==> src/rtl/ascon_pack.sv <==
// Shared ASCON types and constants for the inverse diffusion layer.
package ascon_pack;

  localparam int unsigned PL_ROWS     = 5;
  localparam int unsigned PL_WORD_W   = 64;
  localparam int unsigned PL_ROT_W    = 6;
  localparam int unsigned PL_CNT_W    = 3;
  localparam int unsigned PL_INV_ITER = 6;

  // Five 64-bit state rows, row i at index i.
  typedef logic [PL_ROWS-1:0][PL_WORD_W-1:0] type_state;

  // Right-rotation amounts of the forward diffusion layer, per row.
  localparam logic [PL_ROT_W-1:0] PL_ROT_A [PL_ROWS] = '{6'd19, 6'd61, 6'd1, 6'd10, 6'd7};
  localparam logic [PL_ROT_W-1:0] PL_ROT_B [PL_ROWS] = '{6'd28, 6'd39, 6'd6, 6'd17, 6'd41};

  typedef enum logic [1:0] {
    IDLE,
    RUN,
    DONE
  } type_pl_inv_fsm;

  // Rotate a 64-bit word right by n (n = 0 leaves it unchanged).
  function automatic logic [PL_WORD_W-1:0] ror64(input logic [PL_WORD_W-1:0] x,
                                                 input logic [PL_ROT_W-1:0]  n);
    logic [2*PL_WORD_W-1:0] d;
    d = {x, x} >> n;
    return d[PL_WORD_W-1:0];
  endfunction

endpackage

==> src/rtl/pl_inv_iter_pl_step.sv <==
// One factor Sigma^(2^k) of the inverse diffusion layer, applied to every row.
module pl_step
  import ascon_pack::*;
(
  input  type_state           cur,
  input  logic [PL_CNT_W-1:0] k,
  output type_state           nxt
);

  // Rotation amounts scale by 2^k; keeping only the low 6 bits gives mod 64.
  always_comb begin
    nxt = '0;
    for (int unsigned i = 0; i < PL_ROWS; i++) begin
      nxt[i] = cur[i]
             ^ ror64(cur[i], PL_ROT_W'(PL_ROT_A[i] << k))
             ^ ror64(cur[i], PL_ROT_W'(PL_ROT_B[i] << k));
    end
  end

endmodule

==> src/rtl/pl_inv_iter.sv <==
// Iterative inverse of the ASCON linear layer: six Sigma^(2^k) steps over one register.
module pl_inv_iter
  import ascon_pack::*;
(
  input  logic      clock_i,
  input  logic      reset_i,
  input  logic      in_valid_i,
  output logic      in_ready_o,
  input  type_state pl_inv_i,
  output logic      out_valid_o,
  input  logic      out_ready_i,
  output type_state pl_inv_o
);

  localparam logic [PL_CNT_W-1:0] CNT_LAST = PL_CNT_W'(PL_INV_ITER - 1);

  type_pl_inv_fsm      fsm, fsm_nxt;
  logic [PL_CNT_W-1:0] cnt, cnt_nxt;
  type_state           st, st_nxt, step_s;

  pl_step u_step (
    .cur (st),
    .k   (cnt),
    .nxt (step_s)
  );

  // State, counter, datapath register and decoded handshake flops.
  always_ff @(posedge clock_i or posedge reset_i) begin
    if (reset_i) begin
      fsm         <= IDLE;
      cnt         <= '0;
      st          <= '0;
      in_ready_o  <= 1'b1;
      out_valid_o <= 1'b0;
    end else begin
      fsm         <= fsm_nxt;
      cnt         <= cnt_nxt;
      st          <= st_nxt;
      in_ready_o  <= (fsm_nxt == IDLE);
      out_valid_o <= (fsm_nxt == DONE);
    end
  end

  // Next-state logic: load on accept, one step per RUN cycle, hold in DONE.
  always_comb begin
    fsm_nxt = fsm;
    cnt_nxt = cnt;
    st_nxt  = st;
    case (fsm)
      IDLE: begin
        if (in_valid_i) begin
          st_nxt  = pl_inv_i;
          cnt_nxt = '0;
          fsm_nxt = RUN;
        end
      end
      RUN: begin
        if (cnt > CNT_LAST) begin
          cnt_nxt = '0;
          fsm_nxt = IDLE;
        end else begin
          st_nxt  = step_s;
          cnt_nxt = cnt + PL_CNT_W'(1);
          if (cnt == CNT_LAST) begin
            cnt_nxt = '0;
            fsm_nxt = DONE;
          end
        end
      end
      DONE: begin
        if (out_ready_i) begin
          fsm_nxt = IDLE;
        end
      end
      default: begin
        fsm_nxt = IDLE;
        cnt_nxt = '0;
      end
    endcase
  end

  assign pl_inv_o = st;

endmodule
==> config.mk <==
export PLATFORM = sky130hd
export DESIGN_NAME = pl_inv_iter
export DESIGN_NICKNAME = d
export VERILOG_FILES = /design/src/rtl/ascon_pack.sv /design/src/rtl/pl_inv_iter_pl_step.sv /design/src/rtl/pl_inv_iter.sv
export SDC_FILE = /design/constraint.sdc
export NUM_CORES = 2
export LEC_CHECK = 0
export BUFFER_PORTS_ARGS = -buffer_cell sky130_fd_sc_hd__buf_2
export CAP_MARGIN = 20
export CORE_MARGIN = 1.5
export CORE_UTILIZATION = 49
export DETAILED_ROUTE_END_ITERATION = 8
export PLACE_DENSITY = 0.68
export SLEW_MARGIN = 40
export SYNTH_ARGS = -nofsm -noshare
export SYNTH_HDL_FRONTEND = slang
export SYNTH_HIERARCHICAL = 1
export SYNTH_SLANG_ARGS = --single-unit
export TNS_END_PERCENT = 1
==> constraint.sdc <==
create_clock -name clock_i -period 22.6 [get_ports clock_i]
set_clock_uncertainty 0.1 [all_clocks]
set_input_delay 3.39 -clock clock_i [delete_from_list [all_inputs] [get_ports clock_i]]
set_output_delay 3.39 -clock clock_i [all_outputs]
set_load 0.02 [all_outputs]
==> Word-level counts from Yosys, hierarchy flattened <==
Cells that the tools add are included.
{ "totals": {"reg_bits": 327, "inputBits": 324, "wordCells": 65} }
{ "op_classes": {"addsub": 1, "order_cmp": 1, "eq_ne": 6, "shift": 20, "muxes": 12, "n_bitwise": 11, "n_reduce_logical": 5} }
{ "ops": {"columns": ["operator", "count"], "rows": [
  ["$shr A128 B6 Y64", 10],
  ["$mux W320", 2],
  ["$pmux W320 S2", 1],
  ["$xor A64 B64 Y64", 10],
  ["$shl A5 B3 Y6 const A", 3],
  ["$shl A6 B3 Y6 const A", 3],
  ["$shl A3 B3 Y6 const A", 2],
  ["$mux W3", 3],
  ["$pmux W3 S3", 1],
  ["$mux W2", 4],
  ["$pmux W2 S3", 1],
  ["$shl A1 B3 Y6 const A", 1],
  ["$shl A4 B3 Y6 const A", 1],
  ["$eq A2 B2 Y1 const B", 2],
  ["$logic_not A2 Y1", 2],
  ["$ne A2 B2 Y1 const B", 2],
  ["$add A3 B1 Y3 const B", 1],
  ["$eq A3 B3 Y1 const B", 1],
  ["$gt A3 B3 Y1 const B", 1],
  ["$reduce_and A3 Y1", 1],
  ["$eq A2 B1 Y1 const B", 1],
  ["$reduce_and A2 Y1", 1],
  ["$reduce_bool A2 Y1", 1],
  ["$not A1 Y1", 1]
]} }

==> Longest topological paths before layout <==
{ "depth": {"word_depth": 6, "ltp_mapped": 22} }

==> Cells and area by module <==
The synthesis kept the hierarchy.
{ "modules_own_cells": {"columns": ["module", "instances", "cells_each", "area_per_inst_um2", "seq_area_each_um2"], "rows": [
  ["pl_step", 1, 5666, 48177.5, 0.0],
  ["pl_inv_iter", 1, 1064, 17598.1, 8184.1]
]} }

==> Least setup slack after synthesis <==
OpenSTA, ideal clock, no wires.
{ "synth_timing": {"path_type": "flip-flop to flip-flop", "start": "reg cnt[0]", "end": "reg st, in the netlist pl_inv_o[244]", "setup_ps": 125, "t_arrival_ps": 4960, "path_slack_ps": 17415, "path_stages_with_launch": 21, "synth_period_minus_slack_ps": 5185, "path_cell_list": "dfrtp_1 > buf_1 > inv_2 > clkbuf_1 > buf_1 > ha_1 > buf_6 > and2b_1 > buf_6 > buf_12 > buf_6 > buf_6 > buf_2 > mux4_2 > mux2i_1 > nor2_1 > a211oi_1 > a21oi_1 > xor2_1 > mux2_4 > mux2_2"} }
{ "synth_rtl": {"columns": ["element", "line_no", "text"], "rows": [
  ["start: declaration", "pl_inv_iter.sv:18", "logic [PL_CNT_W-1:0] cnt, cnt_nxt;"],
  ["start signal: assignment", "pl_inv_iter.sv:37", "cnt <= cnt_nxt;"],
  ["end signal: assignment", "pl_inv_iter.sv:38", "st <= st_nxt;"],
  ["end: declaration", "pl_inv_iter.sv:19", "type_state st, st_nxt, step_s;"]
]} }

==> results.py <==
metrics = {
    "global_routing": {
        "grt_use_met2_pct": 64.1,
        "grt_max_degree": 138,
        "use_met1_pct": 56.4,
        "grt_pass1_vias": 62296,
        "grt_use_met3_pct": 17.0,
        "overflow": 0,
        "track_usage_pct": 45.2,
        "antenna_found_initial": 25,
        "top_usage_layer": "met2",
        "grt_pass1_wl_um": 455000,
    },
    "routing": {
        "via_per_inst": 7.74,
        "vias": 66558,
        "first_pass_iters": 9,
        "wl_per_cell_um": 37.6,
        "ant_nets": 0,
        "drc_errors": 26,
        "routed_wirelength_um": 323000,
        "first_iter_violations": 12797,
    },
    "placed_design": {
        "pre_cts_slack_ns": 15.97,
        "gp_congestion": 1.05,
        "io_buffers": 645,
        "hpwl_um": 219000,
        "place_area_um2": 69100,
    },
    "clock_network": {
        "insertion_delay_ns": 0.68,
        "cts_max_level": 2,
        "cts.sinks": 327,
        "cts.path.max_buffers": 3,
        "cts_root_buf": "clkbuf_16",
        "postCtsSetupRepairBufs": 0,
        "cts_made_buffers": 45,
        "cts.clk_slew.worst_paths_ns": 0.06,
        "post_cts_resized": 0,
        "hold_buffers": 0,
        "cts_tree": "yes",
    },
    "critical_path": {
        "crit_type": "register to register",
        "required_ns": 23.12,
        "worstSetupStartpointType": "register",
        "worstPathMaxFanout": 58,
        "critPathArrivalTime_ns": 6.92,
        "endpoint_kind": "register",
    },
    "sta": {
        "min_period_over_period_pct": 28.3,
        "fin_crit_ns": 6.40,
        "setup_viol": 0,
        "rsz0062_at_grt": "false",
        "setup_ws_ns": 16.20,
        "slew_viol_final": 0,
        "relSlewSlack_pct": 26.4,
        "final.setup.tns_ns": 0,
        "fmax_mhz": 156,
        "tightest_slew_ns": 1.10,
        "finalHoldViolCount": 0,
    },
    "floorplanning": {
        "rows": 134,
        "initial_core_util_pct": 49.3,
        "die_h_um": 369,
        "ios": 646,
        "core_region_area_um2": 133000,
        "die_w_um": 369,
        "die-area_um2": 136000,
    },
    "final_layout": {
        "drive_gt1_share_pct": 33.5,
        "seq_area_um2": 8220,
        "multiInputGateArea_um2": 53900,
        "final_area_um2": 70800,
        "syn2layout_area_growth_pct": 7.71,
        "nNetsFinal": 7110,
        "fill_cells": 12107,
    },
    "yosys": {
        "synth.top_cell.area_share_pct": 20.1,
        "ys_types": 88,
        "syn_inst": 6730,
        "async_flop_share_pct": 100,
        "ys_ff_latch": 327,
        "synth_area_leaders": "mux4_2 (20%), mux2i_1 (17%), dfrtp_1 (12%)",
        "synth-edff-count": 0,
        "syn_nets": 7061,
        "synthFlopType": "dfrtp_1",
        "ys_seq_area_share_pct": 12.4,
        "yosys_warnings": 6,
        "synthesis.area_um2": 65800,
        "syn_area_per_cell_um2": 9.77,
        "yosysTopAreaCell": "mux4_2",
    },
    "outcome": {
        "violations": "DRC",
        "status": "complete, but fails checks",
    },
    "run": {
        "drv_cap": 0,
    },
    "worst_hold_path": {
        "hp-class": "register to register",
    },
}
## layout by cell type (no fill, tap or decap), types with 17 or more instances in the layout
master,instances
mux4_2,588
a2bb2oi_1,17
buf_6,30
buf_4,113
dfrtp_1,305
o221ai_1,24
o211ai_1,73
a211oi_1,78
buf_2,645
nand4_1,17
nand2_1,461
and3b_1,19
a22oi_1,109
nand3b_1,27
clkbuf_16,45
o21ai_0,317
mux2_4,368
a21oi_1,224
xor2_1,291
a32oi_1,18
nor2_1,308
dfrtp_2,18
o22ai_1,300
inv_1,32
o32ai_1,31
mux2i_1,1147
mux2_2,330
nand3_1,108
nor3_1,57
a211o_1,21
xnor2_1,302
a31oi_1,56
## worst paths after layout
kind	startpoint	endpoint	slack [ns]	cells after the start
max in group asynchronous	reset_i	pl_inv_o[78]	18.05	4
hold / removal	fsm[1]	out_valid_o	0.60	2
hold reg to reg	fsm[1]	out_valid_o	0.60	2
setup reg to reg	cnt[2]	pl_inv_o[233]	16.20	13
setup / recovery	cnt[2]	pl_inv_o[233]	16.20	13
min in group asynchronous	reset_i	pl_inv_o[180]	2.62	2
## sequential cells by signal (all words and copies together) (netlist names)
signal,flops
out_valid_o,1
pl_inv_o,320
cnt,3
fsm,2
in_ready_o,1
## synth_stat cells, types with 50 or more instances
master	count
buf_6	50
xor2_1	291
a22oi_1	109
xnor2_1	304
mux2i_1	1148
clkbuf_1	407
o22ai_1	301
o21ai_0	320
dfrtp_1	326
a21oi_1	227
buf_4	75
o211ai_1	73
mux4_2	588
buf_1	93
a211oi_1	79
nand3_1	108
nand2_1	474
mux2_4	368
mux2_2	330
buf_2	156
a31oi_1	56
nor3_1	59
nor2_1	321
## metrics by stage
step,instances,hold WS [ns],util [%]
after global routing,8588,0.616,53.1
after CTS,8583,0.590,53.0
after detailed placement,8499,0.588,51.8
after global placement,8489,0.575,51.6
after floorplan,6730,0.444,-
final,8594,0.598,53.2
## cell type report
type	instances	area share (%)
Tap cell	1768	3.12
Inverter	36	0.201
Clock buffer	57	1.77
Antenna cell	10	0.0353
Sequential cell	327	11.6
Clock inverter	27	0.540
Multi-Input combinational cell	5565	76.1
Timing Repair Buffer	804	6.67
## worst max-delay path: stages, from the launching register on
cell      delay, ns
dfrtp_4        0.69
buf_4          0.54
nand2b_4       0.69
buf_6          0.59
buf_6          0.60
buf_6          0.59
mux4_2         0.60
mux2i_1        0.35
o22ai_1        0.16
nor2_1         0.16
mux2i_1        0.12
xor2_1         0.61
mux2_2         0.28
mux2_2         0.14
## layer usage
layer,routed length [µm],up-vias
li1,-,26086
met1,114000,32308
met2,131000,6426
met3,48100,1704
met4,28700,34
met5,342,-
## cells by family (layout without fill, tap and decap cells)
| group | count (synthesis) | after routing | synth area share [%] |
|---|---|---|---|
| DFF | 327 | 327 | 12.4 |
| muxes | 2436 | 2436 | 51.7 |
| other | 0 | 10 | 0 |
| buffers and inverters | 838 | 924 | 6.24 |
| adders and majority gates | 7 | 7 | 0.133 |
| AOI/OAI and AO/OA | 1410 | 1410 | 13.8 |
| and+or+nand+nor | 1106 | 1106 | 7.35 |
| xor gates and xnor gates | 606 | 606 | 8.30 |
Power is not shown: default switching activity piles up to over one toggle a cycle in this logic, so the estimate is an artifact.
